## config.mk

```make
export PLATFORM = sky130hd
export DESIGN_NAME = tlat_capture_ctrl
export DESIGN_NICKNAME = d
export VERILOG_FILES = /design/src/rtl/tlat_capture_ctrl.sv
export SDC_FILE = /design/constraint.sdc
export NUM_CORES = 1
export LEC_CHECK = 0
export ABC_AREA = 1
export ABC_CLOCK_PERIOD_IN_PS = 1300
export CAP_MARGIN = 40
export CORE_ASPECT_RATIO = 0.8
export CORE_MARGIN = 8
export CORE_UTILIZATION = 39
export CTS_CLUSTER_SIZE = 12
export DETAILED_ROUTE_END_ITERATION = 6
export PLACE_DENSITY = 0.7
export REMOVE_ABC_BUFFERS = 1
export SYNTH_ARGS = -nofsm -noshare
export SYNTH_HDL_FRONTEND = slang
export SYNTH_SLANG_ARGS = --single-unit
```

## constraint.sdc

```tcl
create_clock -name clk -period 1.3 [get_ports clk]
set_clock_uncertainty 0.05 [all_clocks]
set_input_delay 0.195 -clock clk [delete_from_list [all_inputs] [get_ports clk]]
set_output_delay 0.195 -clock clk [all_outputs]
set_load 0.01 [all_outputs]
```

## src/rtl/tlat_capture_ctrl.sv

```systemverilog
// tlat_capture_ctrl: upstream driver for a bank of transparent latches.
// Accepts a word over valid/ready, drives it onto lat_d, waits one setup
// cycle, pulses lat_e for OPEN_CYCLES clocks (0 treated as 1), then reports
// out_valid until out_ack. Every latch-facing signal comes from a flop.
//
// Optional build macro: TLAT_CTRL_FAULT_EN adds stuck-at override registers
// on lat_e, out_valid, in_ready (outputs) and in_valid, out_ack (inputs).
// With REGISTER also defined, each fault site is announced at time 0.
//
// Ports:
//   clk        rising-edge clock
//   rst        asynchronous active-high reset
//   in_valid   upstream word available
//   in_ready   block can accept a word (IDLE only, decoded from state)
//   in_data    upstream word
//   lat_e      latch enable (registered)
//   lat_d      latch data (registered)
//   out_valid  capture complete, latch holds lat_d
//   out_ack    downstream consumed the capture
//   cap_count  completed handshakes, wraps modulo 2^CNT_WIDTH
module tlat_capture_ctrl #(
  parameter int unsigned WIDTH       = 16,
  parameter int unsigned OPEN_CYCLES = 2,
  parameter int unsigned CNT_WIDTH   = 8
) (
  input  logic                 clk,
  input  logic                 rst,
  input  logic                 in_valid,
  output logic                 in_ready,
  input  logic [WIDTH-1:0]     in_data,
  output logic                 lat_e,
  output logic [WIDTH-1:0]     lat_d,
  output logic                 out_valid,
  input  logic                 out_ack,
  output logic [CNT_WIDTH-1:0] cap_count
);

  localparam int unsigned OPEN_EFF = (OPEN_CYCLES == 0) ? 1 : OPEN_CYCLES;
  localparam int unsigned WIN_W    = (OPEN_EFF > 1) ? $clog2(OPEN_EFF) : 1;

  typedef enum logic [1:0] {IDLE, SETUP, OPEN, HOLD} state_t;

  state_t               state_q, state_d;
  logic                 lat_e_q, lat_e_d;
  logic [WIDTH-1:0]     lat_d_q, lat_d_d;
  logic                 out_valid_q, out_valid_d;
  logic [WIN_W-1:0]     win_q, win_d;
  logic [CNT_WIDTH-1:0] cap_q, cap_d;
  logic                 in_ready_c;
  logic                 in_valid_i;
  logic                 out_ack_i;

`ifdef TLAT_CTRL_FAULT_EN
  logic stuck_0_lat_e     = 1'b0;
  logic stuck_1_lat_e     = 1'b0;
  logic stuck_0_out_valid = 1'b0;
  logic stuck_1_out_valid = 1'b0;
  logic stuck_0_in_ready  = 1'b0;
  logic stuck_1_in_ready  = 1'b0;
  logic stuck_0_in_valid  = 1'b0;
  logic stuck_1_in_valid  = 1'b0;
  logic stuck_0_out_ack   = 1'b0;
  logic stuck_1_out_ack   = 1'b0;

`ifdef REGISTER
  initial begin
    $display("register  %m.stuck_0_lat_e output");
    $display("register  %m.stuck_1_lat_e output");
    $display("register  %m.stuck_0_out_valid output");
    $display("register  %m.stuck_1_out_valid output");
    $display("register  %m.stuck_0_in_ready output");
    $display("register  %m.stuck_1_in_ready output");
    $display("register  %m.stuck_0_in_valid input");
    $display("register  %m.stuck_1_in_valid input");
    $display("register  %m.stuck_0_out_ack input");
    $display("register  %m.stuck_1_out_ack input");
  end
`endif

  // stuck-at-1 wins over stuck-at-0; outputs are overridden at the pin only
  assign in_valid_i = stuck_1_in_valid  ? 1'b1 : (stuck_0_in_valid  ? 1'b0 : in_valid);
  assign out_ack_i  = stuck_1_out_ack   ? 1'b1 : (stuck_0_out_ack   ? 1'b0 : out_ack);
  assign lat_e      = stuck_1_lat_e     ? 1'b1 : (stuck_0_lat_e     ? 1'b0 : lat_e_q);
  assign out_valid  = stuck_1_out_valid ? 1'b1 : (stuck_0_out_valid ? 1'b0 : out_valid_q);
  assign in_ready   = stuck_1_in_ready  ? 1'b1 : (stuck_0_in_ready  ? 1'b0 : in_ready_c);
`else
  assign in_valid_i = in_valid;
  assign out_ack_i  = out_ack;
  assign lat_e      = lat_e_q;
  assign out_valid  = out_valid_q;
  assign in_ready   = in_ready_c;
`endif

  assign lat_d     = lat_d_q;
  assign cap_count = cap_q;

  // Next-state and next-output decode
  always_comb begin
    state_d     = state_q;
    lat_e_d     = lat_e_q;
    lat_d_d     = lat_d_q;
    out_valid_d = out_valid_q;
    win_d       = win_q;
    cap_d       = cap_q;
    in_ready_c  = 1'b0;
    case (state_q)
      IDLE: begin
        in_ready_c = 1'b1;
        if (in_valid_i) begin
          lat_d_d = in_data;
          state_d = SETUP;
        end
      end
      SETUP: begin
        // lat_d has been stable for a full cycle before enable rises
        lat_e_d = 1'b1;
        win_d   = WIN_W'(OPEN_EFF - 1);
        state_d = OPEN;
      end
      OPEN: begin
        if (win_q == '0) begin
          lat_e_d     = 1'b0;
          out_valid_d = 1'b1;
          state_d     = HOLD;
        end else begin
          win_d = win_q - WIN_W'(1);
        end
      end
      HOLD: begin
        if (out_ack_i) begin
          out_valid_d = 1'b0;
          cap_d       = cap_q + CNT_WIDTH'(1);
          state_d     = IDLE;
        end
      end
      default: state_d = IDLE;
    endcase
  end

  // State and output registers; reset closes the latch immediately
  always_ff @(posedge clk or posedge rst) begin
    if (rst) begin
      state_q     <= IDLE;
      lat_e_q     <= 1'b0;
      lat_d_q     <= '0;
      out_valid_q <= 1'b0;
      win_q       <= '0;
      cap_q       <= '0;
    end else begin
      state_q     <= state_d;
      lat_e_q     <= lat_e_d;
      lat_d_q     <= lat_d_d;
      out_valid_q <= out_valid_d;
      win_q       <= win_d;
      cap_q       <= cap_d;
    end
  end

endmodule
```

# Word level (Yosys, flattened, before mapping)
# Index checks and enable logic that the tools add are counted.
[classes] eq_ne=6 shifts=0 div_mod_pow=0 add_sub_neg=2 n_mul=0 magnitude_cmp=0 bitwise_logic=0 muxes=12 n_reduce_logical=8
[ops] op="$add 8x1->8 const B" n=1
[ops] op="$pmux 2 s4" n=1
[ops] op="$mux 2" n=3
[ops] op="$ne 2x2->1 const B" n=3
[ops] op="$pmux 1 s2" n=3
[ops] op="$reduce_and 2->1" n=3
[ops] op="$reduce_and 3->1" n=2
[ops] op="$mux 1" n=5
[ops] op="$eq 2x2->1 const B" n=2
[ops] op="$reduce_bool 2->1" n=2
[ops] op="$eq 2x1->1 const B" n=1
[ops] op="$logic_not 2->1" n=1
[ops] op="$sub 1x1->1 const B" n=1
[word_totals] inputBits=20 out_inout_bits=27 memories=0 register_bits=29 romBits=0 latchBits=0 ram_bits=0

# Longest topological paths before layout
# Gate-level depths: netlist of run 1.
[logic_depth] word_depth=3 depth_mapped=7

# Worst setup path after synthesis of run 1
# No wires, ideal clock.
[synth_path] path_type="register to register" startpoint="reg state_q[0]" endpoint="reg lat_d_q[0] (netlist: lat_d[0])" arrival_ps=1316 path_buffers=1 period_less_slack_ps=1491 setup_time_ps=125 t_required_ps=1125 setup_slack_ps=-191 stages_incl_launch_ff=6 path_cell_list="dfrtp_1 > inv_1 > ha_1 > nand2_4 > buf_12 > mux2_4"
[synth_between] elab_chain_len=2
[synth_lines] element="start: declaration" line="43" source="state_t state_q, state_d;"
[synth_lines] element="start signal: assignment" line="150" source="state_q <= state_d;"
[synth_lines] element="$logic_not 2->1" line="106" source="case (state_q)"
[synth_lines] element="$reduce_and 2->1 (no line)"
[synth_lines] element="end signal: assignment" line="152" source="lat_d_q <= lat_d_d;"
[synth_lines] element="end: declaration" line="45" source="logic [WIDTH-1:0] lat_d_q, lat_d_d;"
# No other way between the ends.
# A chain may end at the register's enable or synchronous reset.

# Final worst setup path of run 1
[layout_path] startpoint="reg state_q[1]" endpoint="reg cap_q[1] (netlist: cap_count[1])"
[layout_between] elab_chain_len=2
[layout_lines] element="$eq 2x2->1" line="106"
[layout_lines] element="$reduce_and 2->1 (no line)"
[layout_lines] element="end signal: assignment" line="155" source="cap_q <= cap_d;"
[layout_lines] element="end: declaration" line="48" source="logic [CNT_WIDTH-1:0] cap_q, cap_d;"
# No other way between the ends.

==> flow_summary.rst, run 1 <==
.. list-table::
   :header-rows: 1

   * - Metric
     - Value
   * - Number of buffer cells added on primary ports
     - 46
   * - CTS clk-pin slew, worst paths
     - ~70 ps
   * - Worst-case clock buffer depth
     - 2
   * - Switching power of the nets
     - 1.65 mW
   * - Fillers
     - 289
   * - Data required time of the worst path
     - roughly 1400 ps
   * - Total clock sinks
     - 29
   * - Total via count in the routed design
     - between 1000 and 1500
   * - Uppermost layer routed
     - met4
   * - Met1 wire length
     - approximately 1.3 mm
   * - Count of standard-cell rows
     - 19
   * - Routed length on met3
     - between 200 and 300 um
   * - Max Fanout on Critical Path
     - 3
   * - Cell repeated most along the worst path
     - buf_6
   * - Timing startpoint of the critical path
     - state_q[1]$_DFFE_PP0P_
   * - Final Util
     - 0.639
   * - Standard cell core area
     - 0.00333 sq mm
   * - Clock tree from TritonCTS
     - yes
   * - Largest area contributor in the netlist
     - dfrtp_1
   * - Synth-to-Final Area Change
     - 61.8%
   * - Final nets
     - roughly 210
   * - Number of buffer and inverter instances along the worst setup path
     - 2
   * - Violated checks
     - setup timing
   * - IR drop worst, VDD
     - 1.42 mV
   * - Worst Setup Slack post-DPL
     - -213 ps
   * - GRT Total Usage
     - 0.124
   * - Yosys top cell area share
     - 0.552
   * - Clk root buf
     - clkbuf_8
   * - Drt initial violations
     - 34
   * - Total Power
     - around 4.8 mW
   * - Final worst path period need
     - roughly 1300 ps
   * - Max-capacitance violation count
     - 0
   * - Setup slack after layout
     - -44.0 ps
   * - Highest Clock Rate
     - around 0.74 GHz
   * - Total I/O pin count
     - 47
   * - Power share of the sequential group
     - 0.320
   * - Metal2 WL
     - about 1.6 mm
   * - Worst slew pin tran
     - 428 ps
   * - Synth top area cells
     - dfrtp_1 (55%), mux2_4 (11%), mux2_2 (6.0%)
   * - Number of optimization iterations in the first detailed-route pass
     - 4
   * - Number of antenna violations at the first check in global routing
     - 0
   * - Worst Path Class, Setup
     - flip-flop to flip-flop
   * - Initial core utilization
     - 0.395
   * - Cell count of the worst reg-to-reg path
     - 5
   * - Clock network fraction of total power
     - 0.174
   * - Arrival @ worst endpoint
     - between 1000 and 1500 ps
   * - Max Transition Viols Final
     - 0
   * - Static Leak
     - between 1 and 1.5 nW
   * - Number of hold violations in the final report
     - 0
   * - Int Pwr
     - approximately 3.2 mW
   * - Net switching fraction of the power
     - 0.342
   * - Sequential element share of the synthesized area
     - 0.552
   * - Total clock buffers created by CTS
     - 5
   * - Number of vias per cell after detailed routing
     - approximately 4.6
   * - Critical register-to-register path endpoint
     - cap_count[1]$_DFFE_PP0P_
   * - Post-Syn Area
     - 0.00131 sq mm
   * - Total wire length
     - around 3.2 mm
   * - Count of different cell masters after synthesis
     - 17
   * - Global route overflow
     - 0
   * - Die Outline Area
     - roughly 0.0055 sq mm
   * - Final cycle utilization of the critical path
     - 1.03
   * - Final GP Congestion
     - a little under 0.8
   * - Residual antenna-violating net count after detailed routing
     - 0
   * - Share of cells above drive strength 1
     - 0.309
   * - Critical path capture point
     - cap_count[1]$_DFFE_PP0P_
   * - Avg Cell Area, Syn
     - ~12 sq um
   * - Post-CTS Hold Buffers
     - 0
   * - Slew headroom
     - 0.714
   * - RSZ-0062 raised after global routing
     - true
   * - Min-delay worst type
     - input port to async pin
   * - Critical path's top delay family
     - flip-flops
   * - Seq cells post-synth
     - 29
   * - Setup TNS
     - -481 ps
   * - Path length in cells of the critical path
     - 5
   * - Synth warnings
     - 0
   * - Highest-delay cell along the critical path
     - dfrtp_1
   * - Critical-path cell list
     - buf_6 -> ha_4 -> nand2_4 -> buf_6 -> mux2_4
   * - Part of the power in combinational logic
     - 0.507
   * - Worst r2r src
     - state_q[1]$_DFFE_PP0P_
   * - Power density normalized to cell area
     - around 2300 mW/mm^2
   * - Final-report setup violation count
     - 18
   * - Routed length per instance
     - around 14 um
   * - Crit end category
     - flip-flop
   * - Max stage delay on crit path
     - ~410 ps
   * - Via count of the first global-routing pass
     - around 1100
   * - Antenna diodes
     - 0
   * - Run status
     - finished with violations
   * - Instance count of the mapped netlist
     - around 110
   * - Die span in x
     - roughly 81 um
   * - Global-route wire length before repair
     - around 5.2 mm
   * - DRC viols
     - 0
   * - Largest net degree at the start of global routing
     - 30
   * - Vertical die dimension
     - slightly below 70 um
   * - Clock latency of the later-clocked register in the worst-skew pair
     - 290 ps
   * - Minimum setup slack among reg-to-reg paths
     - -40 ps
   * - Post-DP HPWL
     - 2.22 mm
   * - Crit start category
     - flip-flop
   * - CTS H-tree lvls
     - 2
timing repair:
action | in CTS | in global routing
gates resized for setup | 47 | 14
pin swaps | 2 | 5
setup endpoints to repair | 52 | 26
buffers inserted | 6 | 0
cloned | 1 | 0
registers in the layout, indices dropped and copies added, names as in the netlist:
signal     flops
lat_e          1
cap_count      8
state_q        2
lat_d         16
out_valid      1
win_q          1
metrics by stage:
stage                     hold WS [ps]  instances  cell area (sq um)
after floorplan                    223        112               1290
after global placement             437        209               1890
after detailed placement           446        209               1890
after CTS                          199        224               2080
after global routing               223        223               2130
final                              189        223               2130
logic make-up (layout without fill, tap and decap cells):
family          count (synthesis)  after routing  share of synthesized area
compound gates                  6              6                     0.0238
xor+xnor                        4              4                     0.0267
simple gates                   34             35                      0.111
flops                          29             29                      0.552
buf+inv                        18             85                     0.0638
fa+ha+maj                       5              5                     0.0476
mux                            17             17                      0.174
worst min-delay path by stage:
stage / startpoint / endpoint / slack [ps] / cells past startpoint
global route: rst / lat_d[4]$_DFFE_PP0P_ / 220 / 3
detailed placement: lat_d[14]$_DFFE_PP0P_ / lat_d[14]$_DFFE_PP0P_ / 450 / 1
finish: rst / cap_count[0]$_DFFE_PP0P_ / 190 / 3
floorplan: rst / cap_count[0]$_DFFE_PP0P_ / 220 / 1
global placement: lat_d[8]$_DFFE_PP0P_ / lat_d[8]$_DFFE_PP0P_ / 440 / 1
CTS: rst / cap_count[7]$_DFFE_PP0P_ / 200 / 3
per-layer routing:
metal / global-route usage / vias to the layer above
li1: - / 494
met3: 0.0486 / 4
met1: 0.129 / 500
met4: 0.0733 / 0
met5: 0 / -
met2: 0.211 / 30
synth_stat cells:
master and count:
nand3_1 5, a21oi_1 1, nand4_1 1, ha_1 5, nor2_1 5, buf_12 1, xor2_1 2, nand2_4 1
dfrtp_1 29, mux2_2 7, or2_2 1, o21ai_0 4, inv_1 17, mux2_4 10, xnor2_1 2, a31oi_1 1
nand2_1 21
final cells by class:
class / count / area (sq um) / area share
Tap cell: 42 / 52.6 / 0.0247
Clock inverter: 1 / 5.00 / 0.00235
Clock buffer: 7 / 96.3 / 0.0453
Inverter: 17 / 63.8 / 0.0300
Timing Repair Buffer: 60 / 559 / 0.263
Multi-Input combinational cell: 67 / 623 / 0.293
Sequential cell: 29 / 726 / 0.341
power by group through the flow:
stage | combinational (mW) | clock, mW | sequential, mW
finish | 2.44 | 0.836 | 1.54
global route | 2.66 | 0.888 | 1.59
CTS | 2.35 | 0.848 | 1.54
detailed placement | 2.22 | 0 | 1.57
global placement | 2.17 | 0 | 1.54
floorplan | 0.901 | 0 | 1.74
placed cells by master (no fill, tap or decap), types with 2 or more instances in the layout:
| cell | count |
|---|---|
| buf_4 | 8 |
| dfrtp_1 | 29 |
| o21ai_0 | 4 |
| clkbuf_8 | 7 |
| ha_4 | 2 |
| inv_2 | 3 |
| nand2_1 | 20 |
| nor2_1 | 4 |
| ha_2 | 2 |
| xnor2_1 | 2 |
| inv_1 | 14 |
| buf_6 | 5 |
| nand3_2 | 3 |
| nand3_1 | 2 |
| clkdlybuf4s50_1 | 19 |
| xor2_1 | 2 |
| dlygate4sd2_1 | 26 |
| mux2_4 | 17 |
| nand2_8 | 2 |
tightest hold or removal path, stage by stage:
cell,delay [ps]
clkdlybuf4s50_1,400
inv_1,90
buf_12,200
No activity file was read; power rests on OpenSTA's default activity.
==> run 2, diff against run 1 <==
--- a/config.mk
+++ b/config.mk
@@ -6,7 +6,6 @@
 export NUM_CORES = 1
 export LEC_CHECK = 0
 export ABC_AREA = 1
-export ABC_CLOCK_PERIOD_IN_PS = 1300
 export CAP_MARGIN = 40
 export CORE_ASPECT_RATIO = 0.8
 export CORE_MARGIN = 8
==> results of run 2 <==
Final layout, timing and power as in run 1 (identical DEF).
==> run 3, diff against run 2 <==
==> constraint.sdc (replaced) <==
create_clock -name clk -period 1.3 [get_ports clk]
set_clock_uncertainty 0.05 [all_clocks]
set_input_delay 0.195 -clock clk [delete_from_list [all_inputs] [get_ports clk]]
set_output_delay 0.195 -clock clk [all_outputs]
set_load 0.1 [all_outputs]
==> run 3 against run 2 <==
Against the previous run: the flow still finishes with violations (setup timing); first-iteration DRC count increased by 44%; largest cell class is now non-clock buffers; highest routed layer unchanged; register-to-register slack worse by 90 ps; non-clock buffer count decreased by 3; sequential share of layout area shrank 3.9 points; maximum frequency fell by 6.2%; hold slack improved by 1.5 ps; setup slack got worse by 89 ps.
==> flow_summary.rst, run 3 (synthesis gave the netlist of run 1 again) <==
.. list-table::
   :header-rows: 1

   * - Metric
     - Value
   * - Number of buffer cells added on primary ports
     - 46 (unchanged)
   * - Residual antenna-violating net count after detailed routing
     - 0 (unchanged)
   * - Largest register FFs
     - 16 (unchanged)
   * - Final Util
     - 0.721 (+0.0820)
   * - Final cycle utilization of the critical path
     - 1.10 (+0.0682)
   * - Die span in x
     - 80.9 um (unchanged)
   * - Slew headroom
     - 0.683 (-0.0305)
   * - Clock latency of the later-clocked register in the worst-skew pair
     - 280 ps (about the same)
   * - Global route overflow
     - 0 (unchanged)
   * - CTS clk-pin slew, worst paths
     - 60 ps (about the same)
   * - RSZ-0062 raised after global routing
     - true
   * - Arrival @ worst endpoint
     - 1190 ps (-280 ps)
   * - Max Transition Viols Final
     - 0 (unchanged)
   * - Leading cell type in the layout, fill and taps excluded
     - dfrtp_1
   * - Total via count in the routed design
     - 1004 (-2.3%)
   * - Worst-case clock buffer depth
     - 2 (unchanged)
   * - Crit end category
     - output port
   * - Number of hold violations in the final report
     - 0 (unchanged)
   * - Global-route wire length before repair
     - 5.11 mm (-0.95%)
   * - Worst hold-check slack
     - 191 ps (+1.47 ps)
   * - Initial core utilization
     - 0.395 (unchanged)
   * - DRC viols
     - 0 (unchanged)
   * - Total I/O pin count
     - 47 (unchanged)
   * - Count of standard-cell rows
     - 19 (unchanged)
   * - Die Outline Area
     - 0.00549 sq mm (unchanged)
   * - Total clock buffers created by CTS
     - 5 (unchanged)
   * - Synth-to-Final Area Change
     - 82.6%
   * - Highest Clock Rate
     - 0.698 GHz (-6.2%)
   * - Max-capacitance violation count
     - 0 (unchanged)
   * - Setup slack after layout
     - -133 ps (-88.7 ps)
   * - Final GP Congestion
     - 0.816 (+5.2%)
   * - Standard cell core area
     - 0.00333 sq mm (unchanged)
   * - Routed length per instance
     - 15.9 um (+10%)
   * - Final nets
     - 202 (-1.5%)
   * - Number of optimization iterations in the first detailed-route pass
     - 4 (unchanged)
   * - Clock tree from TritonCTS
     - yes
   * - Worst Path Class, Setup
     - flip-flop to output port
   * - Antenna diodes
     - 0 (unchanged)
   * - Number of antenna violations at the first check in global routing
     - 0 (unchanged)
   * - Run status
     - finished with violations
   * - Via count of the first global-routing pass
     - 1083 (-4.1%)
   * - Number of vias per cell after detailed routing
     - 4.58 (-0.55%)
   * - Crit start category
     - flip-flop
   * - Total clock sinks
     - 29 (unchanged)
   * - Largest net degree at the start of global routing
     - 30 (unchanged)
   * - Final-report setup violation count
     - 22 (+4)
   * - Clk root buf
     - clkbuf_8
   * - CTS H-tree lvls
     - 2 (unchanged)
   * - Fillers
     - 221 (-24%)
   * - Share of cells above drive strength 1
     - 0.435 (+0.126)
   * - Min-delay worst type
     - input port to async pin
   * - Vertical die dimension
     - 67.9 um (unchanged)
   * - Leading cell types in the layout, fill and taps excluded
     - dfrtp_1 (29), buf_12 (28), clkdlybuf4s50_1 (18)
   * - Data required time of the worst path
     - 1050 ps (-380 ps)
   * - Total wire length
     - 3.49 mm (+8.2%)
   * - Post-CTS Hold Buffers
     - 0 (unchanged)
   * - Post-DP HPWL
     - 2.39 mm (+7.6%)
   * - GRT Total Usage
     - 0.124 (+0.000730)
   * - Final worst path period need
     - 1430 ps (+88.7 ps)
   * - Worst slew pin tran
     - 475 ps (+46.4 ps)
   * - Violated checks
     - setup timing
   * - Drt initial violations
     - 49 (+44%)
   * - Minimum setup slack among reg-to-reg paths
     - -130 ps (-90 ps)
   * - Max Fanout on Critical Path
     - 3 (unchanged)
## run 3: area by class of cell
class	count	area, sq um	share of cell area
inverter	17	63.8	0.0266
sequential	29	726	0.303
multi-input combinational	67	627	0.261
clock buffer	7	86.3	0.0360
tap	42	52.6	0.0219
timing repair buffer	57	843	0.352
## run 3: routing by layer
metal,global-route usage,routed length (um),vias up
met5,0,0,-
met4,0.0467,51,0
met3,0.0577,282,7
met2,0.210,1870,32
met1,0.135,1280,480
li1,-,-,485
## run 3: final timing paths
check                      cells past startpoint              startpoint                        to
max                                            4  state_q[1]$_DFFE_PP0P_                  in_ready
max in group asynchronous                      3                     rst      lat_d[9]$_DFFE_PP0P_
min reg2reg                                    2  state_q[0]$_DFFE_PP0P_    state_q[0]$_DFFE_PP0P_
max reg2reg                                    5  state_q[1]$_DFFE_PP0P_  cap_count[1]$_DFFE_PP0P_
min                                            3                     rst     lat_d[14]$_DFFE_PP0P_
min in group clk                               2              in_data[0]      lat_d[0]$_DFFE_PP0P_
## run 3: per-stage QoR
step	TNS (ps)	instances	worst slack, ps	cell area (sq um)
floorplan	-19240	112	-921	1290
global placement	-2410	208	-146	2150
detailed placement	-2880	208	-187	2150
CTS	-1270	216	-149	2290
global route	-2140	219	-174	2400
finish	-1130	219	-133	2400
## run 3: timing repair
| action | in CTS | in global routing |
|---|---|---|
| setup buffers | 2 | 2 |
| pin swaps | 5 | 3 |
| endpoints found under the setup margin | 23 | 29 |
| cloned | 0 | 1 |
| endpoints found under the hold margin | 0 | 0 |
| resized for setup | 16 | 19 |
## run 3: worst max-delay path, cell delays in order (launching register included)
cell,delay [ps]
dfrtp_1,410
inv_2,80
ha_4,140
buf_6,110
buf_12,160
Power of run 3 is left out: the tool's default activity adds up to more than one toggle a clock period on the data nets, which glitch-free logic cannot reach.
